==> src/rtl/pipe_hazard_ctrl.sv <==
// Stall, flush and LM/SM sequencing controller for the 5-stage pipeline.
// Drives the PC / IF/ID / ID/EX enables, NOP and bubble inserts, and per-register micro-ops.
module pipe_hazard_ctrl #(
  parameter int STALL_CNT_W = 16,
  parameter int MASK_W      = 8
) (
  input  logic                   clk,
  input  logic                   rst,
  input  logic                   mem_busy,
  input  logic                   ex_mispredict,
  input  logic                   ex_valid,
  input  logic                   ex_is_load,
  input  logic                   ex_wr_en,
  input  logic [2:0]             ex_rd,
  input  logic                   id_valid,
  input  logic                   id_uses_rs1,
  input  logic                   id_uses_rs2,
  input  logic [2:0]             id_rs1,
  input  logic [2:0]             id_rs2,
  input  logic                   id_is_lmsm,
  input  logic [MASK_W-1:0]      id_mask,
  output logic                   pc_en,
  output logic                   if2id_en,
  output logic                   id2ex_en,
  output logic                   if2id_flush,
  output logic                   id2ex_bubble,
  output logic                   uop_valid,
  output logic [2:0]             uop_reg,
  output logic [2:0]             uop_offset,
  output logic                   lmsm_busy,
  output logic [STALL_CNT_W-1:0] stall_cnt
);

  typedef enum logic {IDLE, SEQ} state_e;

  typedef enum logic [2:0] {
    ACT_NONE,
    ACT_FREEZE,
    ACT_FLUSH,
    ACT_SEQ,
    ACT_LOAD_USE,
    ACT_START,
    ACT_EMPTY
  } act_e;

  state_e                 state_q, state_d;
  logic [MASK_W-1:0]      rem_mask_q, rem_mask_d;
  logic [2:0]             off_cnt_q, off_cnt_d;
  logic [STALL_CNT_W-1:0] stall_cnt_q;

  act_e              act;
  logic              load_use;
  logic [MASK_W-1:0] seq_rest;
  logic [MASK_W-1:0] start_rest;

  function automatic logic [MASK_W-1:0] low_bit(input logic [MASK_W-1:0] m);
    return m & (~m + MASK_W'(1));
  endfunction

  function automatic logic [2:0] low_idx(input logic [MASK_W-1:0] m);
    logic [2:0] idx;
    idx = '0;
    for (int i = MASK_W - 1; i >= 0; i--) begin
      if (m[i]) idx = 3'(i);
    end
    return idx;
  endfunction

  assign load_use = id_valid && ex_valid && ex_is_load && ex_wr_en &&
                    ((id_uses_rs1 && (id_rs1 == ex_rd)) ||
                     (id_uses_rs2 && (id_rs2 == ex_rd)));

  assign seq_rest   = rem_mask_q & ~low_bit(rem_mask_q);
  assign start_rest = id_mask & ~low_bit(id_mask);

  // One decision per cycle, in strict priority order.
  always_comb begin
    act = ACT_NONE;
    if (mem_busy)                   act = ACT_FREEZE;
    else if (ex_mispredict)         act = ACT_FLUSH;
    else if (state_q == SEQ)        act = ACT_SEQ;
    else if (load_use)              act = ACT_LOAD_USE;
    else if (id_valid && id_is_lmsm) act = (id_mask != '0) ? ACT_START : ACT_EMPTY;
  end

  // NOTE: sequential state uses non-blocking assignments so every register samples pre-edge values.
  always_ff @(posedge clk or posedge rst) begin
    if (rst) begin
      state_q     <= IDLE;
      rem_mask_q  <= '0;
      off_cnt_q   <= '0;
      stall_cnt_q <= '0;
    end else begin
      state_q    <= state_d;
      rem_mask_q <= rem_mask_d;
      off_cnt_q  <= off_cnt_d;
      if (!pc_en && (stall_cnt_q != '1)) stall_cnt_q <= stall_cnt_q + 1'b1;
    end
  end

  // NOTE: every next-state signal is defaulted to hold first, so no latch is inferred.
  always_comb begin
    state_d    = state_q;
    rem_mask_d = rem_mask_q;
    off_cnt_d  = off_cnt_q;
    unique case (act)
      ACT_FLUSH: begin
        state_d    = IDLE;
        rem_mask_d = '0;
        off_cnt_d  = '0;
      end
      ACT_SEQ: begin
        rem_mask_d = seq_rest;
        off_cnt_d  = off_cnt_q + 3'd1;
        state_d    = (seq_rest != '0) ? SEQ : IDLE;
      end
      ACT_START: begin
        rem_mask_d = start_rest;
        off_cnt_d  = 3'd1;
        state_d    = (start_rest != '0) ? SEQ : IDLE;
      end
      default: ;
    endcase
  end

  // Combinational outputs are forced low while rst is high, not only after the next edge.
  always_comb begin
    pc_en        = 1'b0;
    if2id_en     = 1'b0;
    id2ex_en     = 1'b0;
    if2id_flush  = 1'b0;
    id2ex_bubble = 1'b0;
    uop_valid    = 1'b0;
    uop_reg      = '0;
    uop_offset   = '0;
    if (!rst) begin
      unique case (act)
        ACT_NONE: begin
          pc_en    = 1'b1;
          if2id_en = 1'b1;
          id2ex_en = 1'b1;
        end
        ACT_FREEZE: ;
        ACT_FLUSH: begin
          pc_en        = 1'b1;
          if2id_en     = 1'b1;
          id2ex_en     = 1'b1;
          if2id_flush  = 1'b1;
          id2ex_bubble = 1'b1;
        end
        ACT_SEQ: begin
          id2ex_en   = 1'b1;
          uop_valid  = 1'b1;
          uop_reg    = low_idx(rem_mask_q);
          uop_offset = off_cnt_q;
          pc_en      = (seq_rest == '0);
          if2id_en   = (seq_rest == '0);
        end
        ACT_LOAD_USE: begin
          id2ex_en     = 1'b1;
          id2ex_bubble = 1'b1;
        end
        ACT_START: begin
          id2ex_en  = 1'b1;
          uop_valid = 1'b1;
          uop_reg   = low_idx(id_mask);
          pc_en     = (start_rest == '0);
          if2id_en  = (start_rest == '0);
        end
        ACT_EMPTY: begin
          pc_en        = 1'b1;
          if2id_en     = 1'b1;
          id2ex_en     = 1'b1;
          id2ex_bubble = 1'b1;
        end
        default: ;
      endcase
    end
  end

  assign lmsm_busy = (state_q == SEQ);
  assign stall_cnt = stall_cnt_q;

endmodule

==> config.mk <==
export PLATFORM = sky130hd
export DESIGN_NAME = pipe_hazard_ctrl
export DESIGN_NICKNAME = d
export VERILOG_FILES = /design/src/rtl/pipe_hazard_ctrl.sv
export SDC_FILE = /design/constraint.sdc
export NUM_CORES = 1
export LEC_CHECK = 0
export ABC_AREA = 1
export CAP_MARGIN = 10
export CORE_MARGIN = 2
export CORE_UTILIZATION = 53
export DETAILED_ROUTE_END_ITERATION = 8
export GPL_TIMING_DRIVEN = 1
export HOLD_SLACK_MARGIN = 0.15
export PLACE_DENSITY = 0.88
export SLEW_MARGIN = 10
export SYNTH_ARGS = -nofsm -noshare
export SYNTH_HDL_FRONTEND = slang
export SYNTH_SLANG_ARGS = --single-unit
==> constraint.sdc <==
create_clock -name clk -period 3.95 [get_ports clk]
set_input_delay 0.79 -clock clk [delete_from_list [all_inputs] [get_ports clk]]
set_output_delay 0.79 -clock clk [all_outputs]
set_load 0.1 [all_outputs]
==> run metrics <==
outcome=completed; Peak VDD IR=0.210 mV; Sw Ratio=0.505; Clock power frac=0.151; TritonRoute pass-1 iters=5; Crit. End Element=primary output; dpl cells=413; Vias/cell=5.49; HP Class=reg -> reg; number of port buffers=56; die height=67.5 um; First DRT Iteration DRCs=106; global router's overall resource usage=0.271; total negative slack=0 ns; startpoint types=input pin; share of layout cells above drive strength 1=0.162; RSZ-0062 raised after global routing=no; skew final=0.00288 ns; Gate Count Post-Synth=308; post-CTS resize count=0; Die ar.=0.00455 mm^2; CTS tree=done; register bit total from synthesis=27; clock latency at the later pin of the worst-skew pair=0.28 ns; Post-Syn Nets=338; layout net count=401; fin. max-slew vios=0; Initial Util=0.542; Core Rows=23; vias in the first global route=2,342; Reg clk slew, reported paths=0.10 ns; DR vias=2,306; most frequent cells in the layout=nand2_1, clkdlybuf4s50_1, nor2_1; initial antenna violation count=0; Unique masters post-synth=38; commonest non-fill, non-tap cell in the layout=nand2_1; Worst-Margin Slew=1.01 ns; critical path class=in -> out; Clock Sinks=27; CTS H-Tree Depth=1; TritonCTS Buffers=3; sequential element share of the synthesized area=0.316; worst hold margin=0.559 ns; Max Buffers Root-to-Sink=2; worst rel slew slack=0.325; synth warn=0; syn_area_per_cell=6.93 um^2; Achievable Freq=0.265 GHz; Final Non-Filler Cells=420; ANT cells=0; sequential fraction of design power=0.331; Detailed Place HPWL=4330 um; Die W=67.5 um; final instance area=0.00296 mm^2; worst path arrival time=2.98 ns; Int Pwr=546 uW; first-pass GRT wire length=9620 um; sw power=557 uW; final hold violations=0; Post-Syn Area=0.00214 mm^2; placer congestion estimate=0.949; total gr overflow=0; CTS Root Cell=clkbuf_8; Max Cap Viol=0; final wirelength=5680 um; crit share post-route=0.955; Leakage=0.00136 uW; DP Area=0.00288 mm^2; Routed Antenna Nets=0; largest net degree at the start of global routing=22; Placeable Area=0.00394 mm^2; clock period minus worst slack=3.77 ns; power per cell area=373 mW/mm^2; DRC Markers=0; Critical Path RT=3.16 ns; Ports=57; Syn-to-layout area delta=38.4%; Max FO, Critical Path=6; Wirelength per Cell=13.5 um; combinational fraction of design power=0.518; # setup viols final=0
-- final timing paths --
kind	start	to	slack, ns	cells after the start
max	id_mask[0]	uop_reg[1]	0.18	14
min	stall_cnt[1]	stall_cnt[1]	0.56	2
max reg2reg	rem_mask_q[2]	stall_cnt[8]	1.81	15
min reg2reg	stall_cnt[1]	stall_cnt[1]	0.56	2
max in group asynchronous	rst	stall_cnt[4]	2.57	3
min in group asynchronous	rst	stall_cnt[6]	0.83	2
-- registers in the layout, indices dropped and copies added, names as in the netlist --
signal / cells
lmsm_busy: 1
off_cnt_q: 3
rem_mask_q: 7
stall_cnt: 16
-- critical path, cell delays in order --
cell and delay [ns]:
clkdlybuf4s50_1 0.54, nor2_4 0.07, nand2_2 0.11, inv_2 0.05
a31oi_1 0.16, nand2_1 0.08, nand2_1 0.13, nand2_1 0.13
inv_2 0.12, nand2_2 0.07, inv_1 0.15, nand3_1 0.09
a21oi_1 0.27, buf_12 0.22
-- timing repair --
action,4_1_cts,5_1_grt
endpoints found under the setup margin,0,2
hold buffers,0,0
buffers inserted,0,3
-- cell families (layout without fill, tap and decap cells) --
family                     after synthesis  in the layout  synth area share
DFF                                     27             27             0.316
buffers and inverters                   44            106            0.0873
and+or+nand+nor                        188            188             0.430
adders and majority gates                2              2            0.0117
xor gates and xnor gates                14             14            0.0574
AOI/OAI and AO/OA                       33             33            0.0973
-- synthesized netlist by cell type, drive strengths merged --
cell type,n,share of area
nand2,105,0.19
inv,37,0.065
nor2,36,0.077
dfrtp,27,0.32
nand4,21,0.078
nand3,16,0.040
a21oi,12,0.028
xnor2,8,0.033
nor3,7,0.026
o21ai,6,0.014
xor2,6,0.025
buf,5,0.019
o221ai,5,0.021
o211ai,4,0.014
ha,2,0.012
nor4b,2,0.011
a211oi,1,0.0035
a31oi,1,0.0029
clkbuf,1,0.0018
clkinv,1,0.0018
nor4,1,0.0029
o21a,1,0.0035
o22ai,1,0.0029
o31ai,1,0.0035
o32ai,1,0.0041
-- metal layers --
| metal | GRT usage | vias up | routed length, um |
|---|---|---|---|
| li1 | - | 1142 | - |
| met1 | 0.312 | 1090 | 2340 |
| met2 | 0.505 | 62 | 3020 |
| met3 | 0.0367 | 12 | 208 |
| met4 | 0.102 | 0 | 106 |
| met5 | 0 | - | 0 |
-- metrics by stage --
stage,power (uW),utilization,setup WS (ns)
final,1100,0.750,0.176
after global placement,922,0.732,0.258
after CTS,1100,0.744,0.180
after detailed placement,931,0.732,0.214
after floorplan,778,-,-0.162
after global routing,1150,0.750,0.0141
-- power groups by stage --
stage / Sequential (uW) / Combinational, uW / Clock, uW
finish: 365 / 571 / 167
CTS: 363 / 564 / 169
global placement: 367 / 554 / 0
floorplan: 604 / 174 / 0
global route: 369 / 601 / 182
detailed placement: 369 / 562 / 0
-- layout make-up --
type	instances	area, um^2
fill	301	987
multi-input combinational	237	1290
inverter	38	146
timing repair buffer	64	728
tap	50	62.6
clock buffer	3	41.3
sequential	27	676
clock inverter	1	7.51
(Power assumes the default switching activity.)
==> variant (same settings) <==
Make the reset (`rst`) synchronous in one clocked block.
--- a/src/rtl/pipe_hazard_ctrl.sv
+++ b/src/rtl/pipe_hazard_ctrl.sv
@@ -84,7 +84,7 @@
   end
 
   // NOTE: sequential state uses non-blocking assignments so every register samples pre-edge values.
-  always_ff @(posedge clk or posedge rst) begin
+  always_ff @(posedge clk) begin
     if (rst) begin
       state_q     <= IDLE;
       rem_mask_q  <= '0;
Check against the original RTL: differs if rst is asserted again (counterexample within 4 cycles, from zero or initial values and one cycle with rst high); with rst held inactive, the same outputs for 4 cycles.
==> variant against the unedited design <==
Design area fell by 2.2%; wire length is 4.7% lower; synthesized area shrank 1.2%; sequential share of layout area is 4.2 points lower; sequential cell count is the same; non-clock buffer count decreased by 5; worst setup slack better by 0.052 ns.
Power is not compared: it rests on default switching activity, and its combinational part moved more than twofold at a synthesized area within 25%.
==> variant: results (changes against the unedited design) <==
| Metric | Value |
|---|---|
| First-pass GRT wire length | `9.577 mm (-0.43%)` |
| Layout cell share with drive strength beyond 1 | `0.1864 (+0.02419)` |
| Leakage | `1.175 nW` |
| Port bufs | `56 (unchanged)` |
| Pin count of the biggest net entering global routing | `30 (+36%)` |
| Yosys Warn Count | `0 (unchanged)` |
| Wire per inst | `12.62 um (-6.7%)` |
| Syn_nets | `355 (+5.0%)` |
| VDD IR-drop max | `roughly 0.00016 V` |
| Final Net Count | `412 (+2.7%)` |
| Total track usage | `0.2689 (-0.002591)` |
| Post-CTS Setup Bufs | `0 (unchanged)` |
| Synth area leaders | `dfxtp_1, nand2_1, inv_1, nand3_1, nor2_1` |
| Sequential share of the synthesized area | `0.2561 (-0.06027)` |
| Latest clock arrival within the worst-skew pair | `0.27 ns` |
| Largest register FFs | `16 (unchanged)` |
| CTS Buf Count | `3 (unchanged)` |
| Rel. slew slack | `0.3482 (+0.02368)` |
| Initial antenna violation count | `0 (unchanged)` |
| Yosys cell types | `38 (unchanged)` |
| CTS resizes | `0 (unchanged)` |
| CTS H-tree lvls | `1 (unchanged)` |
| Status | `finished clean` |
| Vias in the first global route | `2,192 (-6.4%)` |
| Crit path DAT | `2.93 ns (-0.05 ns)` |
| GPL Wtd Cong | `0.9405 (-0.84%)` |
| Max FO, Critical Path | `19 (+13)` |
| Via/cell ratio | `5.294 (-3.6%)` |
| FILL cells | `300 (-0.33%)` |
| Clk pin slew, worst setup/hold paths | `0.08 ns (-0.02 ns)` |
| # diodes | `0 (unchanged)` |
| Worst Skew | `0.009370 ns (+0.006489 ns)` |
| Initial DRC count | `192 (+81%)` |
| Commonest cells in the netlist | `nand2_1, inv_1, nor2_1, nand3_1, dfxtp_1` |
| Ys async rst share | `0 (-1.000)` |
| Root buf cell | `clkbuf_8` |
| Synth top area share | `0.2561 (-0.06027)` |
| HPWL after detailed placement | `4.372 mm (+1.0%)` |
| Setup slack, reg-to-reg | `approximately 1.8 ns` |
| Drt pass-1 iters | `5 (unchanged)` |
| Final hold violation count | `0 (unchanged)` |
| Hold Crit Class | `reg2reg` |
| CTS max path bufs | `2 (unchanged)` |
[variant: changes by cell type after synthesis, moves of 11 or more]
cell | unedited run | this run
a21oi_2 | 0 | 11
dfrtp_1 | 27 | 0
nand3_1 | 15 | 28
nand4_1 | 18 | 3
dfxtp_1 | 0 | 27
nand2_1 | 97 | 68
[variant: logic make-up (layout without fill, tap and decap cells)]
kind of cell             count (synthesis)  after routing  synth area share
XOR/XNOR                                14             14           0.05809
buffers and inverters                   52            108            0.1055
flip-flops                              27             27            0.2561
AO/OA/AOI/OAI                           55             55            0.1630
AND/OR/NAND/NOR                        175            175            0.4055
adder cells (fa/ha/maj)                  2              2           0.01185
[variant: area by class of cell]
class | count | area [um2] | area share
sequential | 27 | 540.5 | 0.1869
tap | 48 | 60.06 | 0.02077
multi-input combinational | 246 | 1374 | 0.4751
timing repair buffer | 59 | 703.2 | 0.2432
clock buffer | 4 | 45.04 | 0.01558
inverter | 45 | 168.9 | 0.05842
[variant: per-layer routing]
| layer | vias to the layer above | global-route usage | wire length (um) | share of wire |
|---|---|---|---|---|
| met3 | 8 | 0.03885 | 171 | 0.032 |
| met1 | 1034 | 0.3381 | 2413 | 0.45 |
| li1 | 1179 | - | - | - |
| met4 | 0 | 0.05612 | 70 | 0.013 |
| met2 | 50 | 0.4839 | 2757 | 0.51 |
| met5 | - | 0 | 0 | 0 |
[variant: per-stage QoR]
stage	area, um2	utilization	std cells	worst slack [ns]	hold WS (ns)
floorplan	2137	-	325	0.1134	0.4901
global placement	2846	0.7604	425	0.2828	0.4879
detailed placement	2846	0.7604	425	0.2424	0.4919
CTS	2892	0.7724	429	0.2332	0.5069
global route	2892	0.7724	429	0.04236	0.5400
finish	2892	0.7724	429	0.2281	0.5035
[variant: final timing paths]
path	cells past startpoint	endpoint	from
max	11	if2id_en	id_mask[0]
min	2	stall_cnt[14]$_SDFFE_PP0P_	stall_cnt[14]$_SDFFE_PP0P_
max reg2reg	10	stall_cnt[4]$_SDFFE_PP0P_	stall_cnt[4]$_SDFFE_PP0P_
min reg2reg	2	stall_cnt[14]$_SDFFE_PP0P_	stall_cnt[14]$_SDFFE_PP0P_
[variant: critical path, stage by stage]
cell and delay (ns):
clkdlybuf4s50_1 0.46, nor2_2 0.19, nand2_2 0.11, o21ai_0 0.33, nand4_1 0.17, nor2_2 0.17, nand3_2 0.10, nand3_4 0.10
nand2_8 0.12, inv_1 0.19, buf_12 0.20
[variant: report_power, final]
part           switching, mW  total, mW  internal [mW]  leakage [nW]
Combinational          0.109      0.172         0.0627         0.934
Clock                 0.0838      0.156         0.0722        0.0228
Sequential           0.00507      0.281          0.276         0.218
